[config.mk]
export PLATFORM = sky130hd
export DESIGN_NAME = mux_sel_arbiter
export DESIGN_NICKNAME = d
export VERILOG_FILES = /design/src/rtl/mux_sel_arbiter.sv
export SDC_FILE = /design/constraint.sdc
export NUM_CORES = 1
export LEC_CHECK = 0
export ABC_AREA = 1
export BUFFER_PORTS_ARGS = -buffer_cell sky130_fd_sc_hd__buf_2
export CELL_PAD_IN_SITES_DETAIL_PLACEMENT = 1
export CELL_PAD_IN_SITES_GLOBAL_PLACEMENT = 1
export CORE_ASPECT_RATIO = 1.5
export CORE_UTILIZATION = 44
export DETAILED_ROUTE_END_ITERATION = 10
export PLACE_DENSITY = 0.8
export SETUP_SLACK_MARGIN = 0.4
export SKIP_CTS_REPAIR_TIMING = 1
export SYNTH_ARGS = -nofsm -noshare
export SYNTH_HDL_FRONTEND = slang
export SYNTH_SLANG_ARGS = --single-unit
[constraint.sdc]
create_clock -name clk -period 2.5 [get_ports clk]
set_clock_uncertainty 0.1 [all_clocks]
set_input_delay 0.125 -clock clk [delete_from_list [all_inputs] [get_ports clk]]
set_output_delay 0.125 -clock clk [all_outputs]
set_load 0.01 [all_outputs]
[src/rtl/mux_sel_arbiter.sv]
// Round-robin arbiter driving the select of a downstream 4:1 mux.
// One grant at a time, released on done, on request drop, or after TIMEOUT cycles.
module mux_sel_arbiter #(
  parameter int unsigned TIMEOUT = 15
) (
  input  logic       clk,
  input  logic       rst_n,
  input  logic [3:0] req,
  input  logic       done,
  output logic [1:0] sel,
  output logic [3:0] grant,
  output logic       busy
);

  localparam int unsigned N_SRC = 4;
  localparam int unsigned SEL_W = 2;
  localparam int unsigned CNT_W = 8;
  localparam logic [CNT_W-1:0] CNT_MAX = CNT_W'(TIMEOUT);

  typedef enum logic {
    ST_IDLE  = 1'b0,
    ST_GRANT = 1'b1
  } state_e;

  state_e             state_q, state_d;
  logic [SEL_W-1:0]   sel_q, sel_d;
  logic [N_SRC-1:0]   grant_q, grant_d;
  logic               busy_q, busy_d;
  logic [SEL_W-1:0]   ptr_q, ptr_d;
  logic [CNT_W-1:0]   cnt_q, cnt_d;

  logic               pick_valid_c;
  logic [SEL_W-1:0]   pick_idx_c;
  logic [SEL_W-1:0]   scan_idx_c;
  logic               rel_c;

  // State and datapath registers
  always_ff @(posedge clk or negedge rst_n) begin
    if (!rst_n) begin
      state_q <= ST_IDLE;
      sel_q   <= '0;
      grant_q <= '0;
      busy_q  <= 1'b0;
      ptr_q   <= '0;
      cnt_q   <= '0;
    end else begin
      state_q <= state_d;
      sel_q   <= sel_d;
      grant_q <= grant_d;
      busy_q  <= busy_d;
      ptr_q   <= ptr_d;
      cnt_q   <= cnt_d;
    end
  end

  // Scan from the far end so the requester closest to ptr is the one left standing
  always_comb begin
    pick_valid_c = 1'b0;
    pick_idx_c   = '0;
    scan_idx_c   = '0;
    for (int i = N_SRC - 1; i >= 0; i--) begin
      scan_idx_c = ptr_q + SEL_W'(i);
      if (req[scan_idx_c]) begin
        pick_valid_c = 1'b1;
        pick_idx_c   = scan_idx_c;
      end
    end
  end

  assign rel_c = done | ~req[sel_q] | (cnt_q == CNT_MAX);

  // Next-state logic
  always_comb begin
    state_d = state_q;
    case (state_q)
      ST_IDLE:  if (pick_valid_c) state_d = ST_GRANT;
      ST_GRANT: if (rel_c)        state_d = ST_IDLE;
    endcase
  end

  // Registered output and bookkeeping updates
  always_comb begin
    sel_d   = sel_q;
    grant_d = grant_q;
    busy_d  = busy_q;
    ptr_d   = ptr_q;
    cnt_d   = cnt_q;
    case (state_q)
      ST_IDLE: begin
        grant_d = '0;
        busy_d  = 1'b0;
        cnt_d   = '0;
        if (pick_valid_c) begin
          sel_d   = pick_idx_c;
          grant_d = N_SRC'(1) << pick_idx_c;
          busy_d  = 1'b1;
          cnt_d   = CNT_W'(1);
        end
      end
      ST_GRANT: begin
        if (rel_c) begin
          grant_d = '0;
          busy_d  = 1'b0;
          ptr_d   = sel_q + SEL_W'(1);
          cnt_d   = '0;
        end else if (cnt_q != CNT_MAX) begin
          cnt_d = cnt_q + CNT_W'(1);
        end
      end
    endcase
  end

  assign sel   = sel_q;
  assign grant = grant_q;
  assign busy  = busy_q;

endmodule

Word-level counts from Yosys, hierarchy flattened
Index checks and enable logic that the tools add are counted.
{"block": "word_totals", "word_cells": 57, "ram_bits": 0, "inputBits": 7, "latch_bits": 0, "memories": 0, "output_inout_bits": 7, "mem_bits_ro": 0, "ff_bits": 18}
{"block": "classes", "magnitude_cmp": 5, "n_shift": 1, "n_reduce_logical": 2, "addsub": 5, "eq_ne": 4, "muxes": 30, "bitwise": 4, "mul": 0, "div_mod_pow": 0}
{"operator": "$mux W8", "n": 2}
{"operator": "$pmux W8 S2", "n": 1}
{"operator": "$lt A2 B3 Y1 const B", "n": 5}
{"operator": "$mux W1", "n": 13}
{"operator": "$bmux W1 S2", "n": 5}
{"operator": "$add A8 B1 Y8 const B", "n": 1}
{"operator": "$eq A8 B4 Y1 const B", "n": 1}
{"operator": "$mux W2", "n": 4}
{"operator": "$mux W4", "n": 2}
{"operator": "$ne A8 B4 Y1 const B", "n": 1}
{"operator": "$pmux W4 S2", "n": 1}
{"operator": "$add A2 B1 Y2 const B", "n": 2}
{"operator": "$add A2 B2 Y2 const B", "n": 2}
{"operator": "$pmux W1 S2", "n": 2}
{"operator": "$reduce_and A2 Y1", "n": 2}
{"operator": "$shl A1 B2 Y4 const A", "n": 1}
{"operator": "$ne A3 B1 Y1 const B", "n": 1}
{"operator": "$ne A2 B1 Y1 const B", "n": 1}
{"operator": "$not A1 Y1", "n": 2}
{"operator": "$or A1 B1 Y1", "n": 2}

Longest topological paths before layout
{"block": "logic_depth", "depth_word": 10, "mapped_depth": 12, "ltp_nobuf": 11}

Worst setup path before layout
Ideal clock, no wire load.
{"block": "synth_timing", "kind": "register -> register", "start": "reg cnt_q[0]", "end": "reg cnt_q[0]", "t_arrival_ns": 1.382, "path_slack_ns": 0.944, "required_time_ns": 2.326, "setup_time_ns": 0.074, "path_buffers": 0, "synth_period_minus_slack_ns": 1.556, "stages_incl_launch_ff": 9, "path_cell_list": "dfrtp_1 ha_1 nand3_2 inv_1 a31oi_1 nand2_2 nor2_8 inv_4 o21ai_2"}
{"block": "synth_via", "elab_chain_cells": 4, "word_cells_on_any_way": 8, "classes_between": "add/sub (1); eq/ne (3); mux (3); bitwise (1)"}
{"item": "start, declared", "line_no": "30", "text": "logic [CNT_W-1:0] cnt_q, cnt_d;"}
{"item": "start signal, assigned", "line_no": "52", "text": "cnt_q <= cnt_d;"}
{"item": "$add A8 B1 Y8 or $eq A8 B4 Y1 (tied branches)", "line_no": "107, 70"}
{"item": "$mux W8 or $or A1 B1 Y1 (tied branches)", "line_no": "106, 70"}
{"item": "$mux W8", "line_no": "101", "text": "if (rel_c) begin"}
{"item": "$pmux W8 S2", "line_no": "88", "text": "case (state_q)"}
Several ways; a longest one is shown, not always the timed one. The select of a mux whose other input is x is not followed.
A chain may end at the register's enable or synchronous reset.

Final worst setup path
Ends and elaborated chain as after synthesis.

==> results.md <==
- Yosys cell types: 27
- Worst slew margin: 0.731
- Initial antenna violation count: 0
- CP Launch Type: flip-flop
- Final min period: 1740 ps
- Fraction of layout cells with a size suffix above 1: 0.273
- Max-Cap Viols: 0
- Slew @ Worst Pin: a little over 400 ps
- Core Region: between 2000 and 2500 um2
- Total Routing Usage GR: 0.219
- Sw Ratio: 0.503
- Final setup violation count: 0
- Clk_lat worst skew: 290 ps
- Vias in the first global route: approximately 1,100
- Die width: between 40 and 50 um
- Setup crit end: cnt_q[0]
- Reg2reg path depth: 8
- Initial Utilization: 0.475
- WS Path Type: flip-flop to flip-flop
- R2r setup slk: 760 ps
- Status: complete, no violations
- NumNets Final: 164
- Achievable Freq: 574 MHz
- Mapped Avg Cell Area: around 7.9 um2
- RSZ-0062 raised after global routing: no
- First-pass DRT Iterations: 4
- Yosys top cell by area: dfrtp_1
- Req. time, crit path: between 2000 and 3000 ps
- Register area: between 400 and 500 um2
- GP Congestion: a little over 0.8
- Fin Hold WS: 141 ps
- Combinational share of power: 0.564
- Post-synth EDFFs: 0
- Element type at the critical path end: flip-flop
- Ys async rst share: 1.00
- Fill count: 300
- Hold Crit Class: input pin to flip-flop
- Power Density: ~1200 nW/um2
- Rows: 21
- DR iter-0 viols: 10
- CTS Buf Count: 3
- TNS Setup: 0 ps
- H-tree depth: 1
- First-pass GRT wire length: around 4.5 mm
- Area Overhead vs Synth: 10.6%
- Worst vdd ir: approximately 0.55 mV
- Clk sinks: 18
- Multi-input combinational cell area: between 500 and 600 um2
- Clock root cell: clkbuf_4
- Crit. Startpoint: cnt_q[0]
- I/O pin count: 14
- Mapped Cells: ~140
- Most used DFF post-synth: dfrtp_1
- WL per Instance: around 14 um
- Final count of hold timing violations: 0
- Mapped Area: about 1100 um2
- Vias after detailed routing: between 900 and 1,000
- Total congestion overflow: 0
- RR Startpoint: cnt_q[0]
- Arrival time worst endpoint: between 1500 and 2000 ps
- Syn_nets: 146
- Top post-synthesis cells by area: dfrtp_1, nand2_1, inv_1, nand3_1, nand2_2
- Worst-path clk slew: around 90 ps
- Vias per std cell: roughly 5.2
- Seq pwr share: 0.336
- Seq/Total Area, Yosys: 0.415
- Synth Warn #: 0
- Internal Power: roughly 700 uW
- TritonCTS clock tree: yes
- Leak: 0.000636 uW
- DRT Wirelength: roughly 2.5 mm
- HPWL Detailed: 2.04 mm
- Pins Over Slew Limit: 0
- Count leader, synth: nand2_1
- CTS max path bufs: 2
- Clock power frac: 0.101
- Die Height: about 63 um
- Post-synth top area share: 0.415
- IO buf count: 13
- Synth cell count leaders: nand2_1, dfrtp_1, inv_1
- NetSw: about 700 uW
- Worst-path fanout max: 10
- FF-to-FF End: cnt_q[0]
- Number of remaining DRC errors: 0
- Post-route ant nets: 0
- Flops & latches, synth: 18
- Largest net degree at the start of global routing: 19
- Antenna Cells: 0
- Die area: 2670 um2
- Fin crit share: 0.697
[logic make-up after synthesis]
family,share of synthesized area
DFF,0.415
buffers and inverters,0.0865
and+or+nand+nor,0.362
xor gates and xnor gates,0.0162
adders and majority gates,0.0115
AOI/OAI and AO/OA,0.108
[flip-flops by register name (all words and copies together), names as in the netlist]
name and flops:
grant 4, cnt_q 8, ptr_q 2, state_q 1, sel 2, busy 1
[cell type report]
class                           count  area share
Clock buffer                        3      0.0188
Timing Repair Buffer               14      0.0626
Multi-Input combinational cell     99       0.450
Sequential cell                    18       0.375
Inverter                           20      0.0688
Tap cell                           23      0.0240
[power by group through the flow]
stage / sequential [uW] / combinational [uW] / clock [uW]
2_1_floorplan: 459 / 601 / 0
3_3_place_gp: 465 / 763 / 0
3_5_place_dp: 472 / 790 / 0
4_1_cts: 465 / 795 / 146
5_1_grt: 477 / 892 / 160
6_report: 465 / 780 / 139
[layout by cell type (no fill, tap or decap), drive strengths merged]
cell / count
o21ai: 10
buf: 13
nor2: 15
xnor2: 1
inv: 20
clkbuf: 3
a31oi: 1
nand2: 49
ha: 1
nand4: 1
xor2: 1
nor3: 1
dlygate4sd3: 1
a21oi: 7
dfrtp: 18
nand3: 12
[worst min path at each step]
stage / from / endpoint / slack [ps] / cells after the start
finish: done / cnt_q[3] / 140 / 6
global route: done / cnt_q[3] / 160 / 6
CTS: rst_n / cnt_q[4] / -350 / 1
detailed placement: rst_n / cnt_q[4] / -30 / 1
global placement: rst_n / cnt_q[4] / -30 / 1
floorplan: rst_n / busy / -270 / 0
[metal layers]
layer,share of wire,track usage,vias to the layer above
met5,0,0,-
met2,0.59,0.425,10
met3,0.019,0.0376,4
met1,0.38,0.231,447
li1,-,-,466
met4,0.013,0.0586,0
[critical path, stage by stage (launching register included)]
cell and delay, ps:
dfrtp_1 430, ha_1 260, nand3_2 100, inv_1 60, a31oi_1 210, nand2_2 130, nor2_8 200, inv_4 80
o21ai_2 110
[metrics by stage]
step | util | total power (uW) | std cells | area [um2] | setup WS [ps]
after floorplan | - | 1060 | 138 | 1080 | 944
after global placement | 0.511 | 1230 | 173 | 1170 | 778
after detailed placement | 0.511 | 1260 | 173 | 1170 | 751
after CTS | 0.521 | 1410 | 176 | 1190 | 734
after global routing | 0.525 | 1530 | 177 | 1200 | 641
final | 0.525 | 1380 | 177 | 1200 | 757
(Power assumes the default switching activity.)
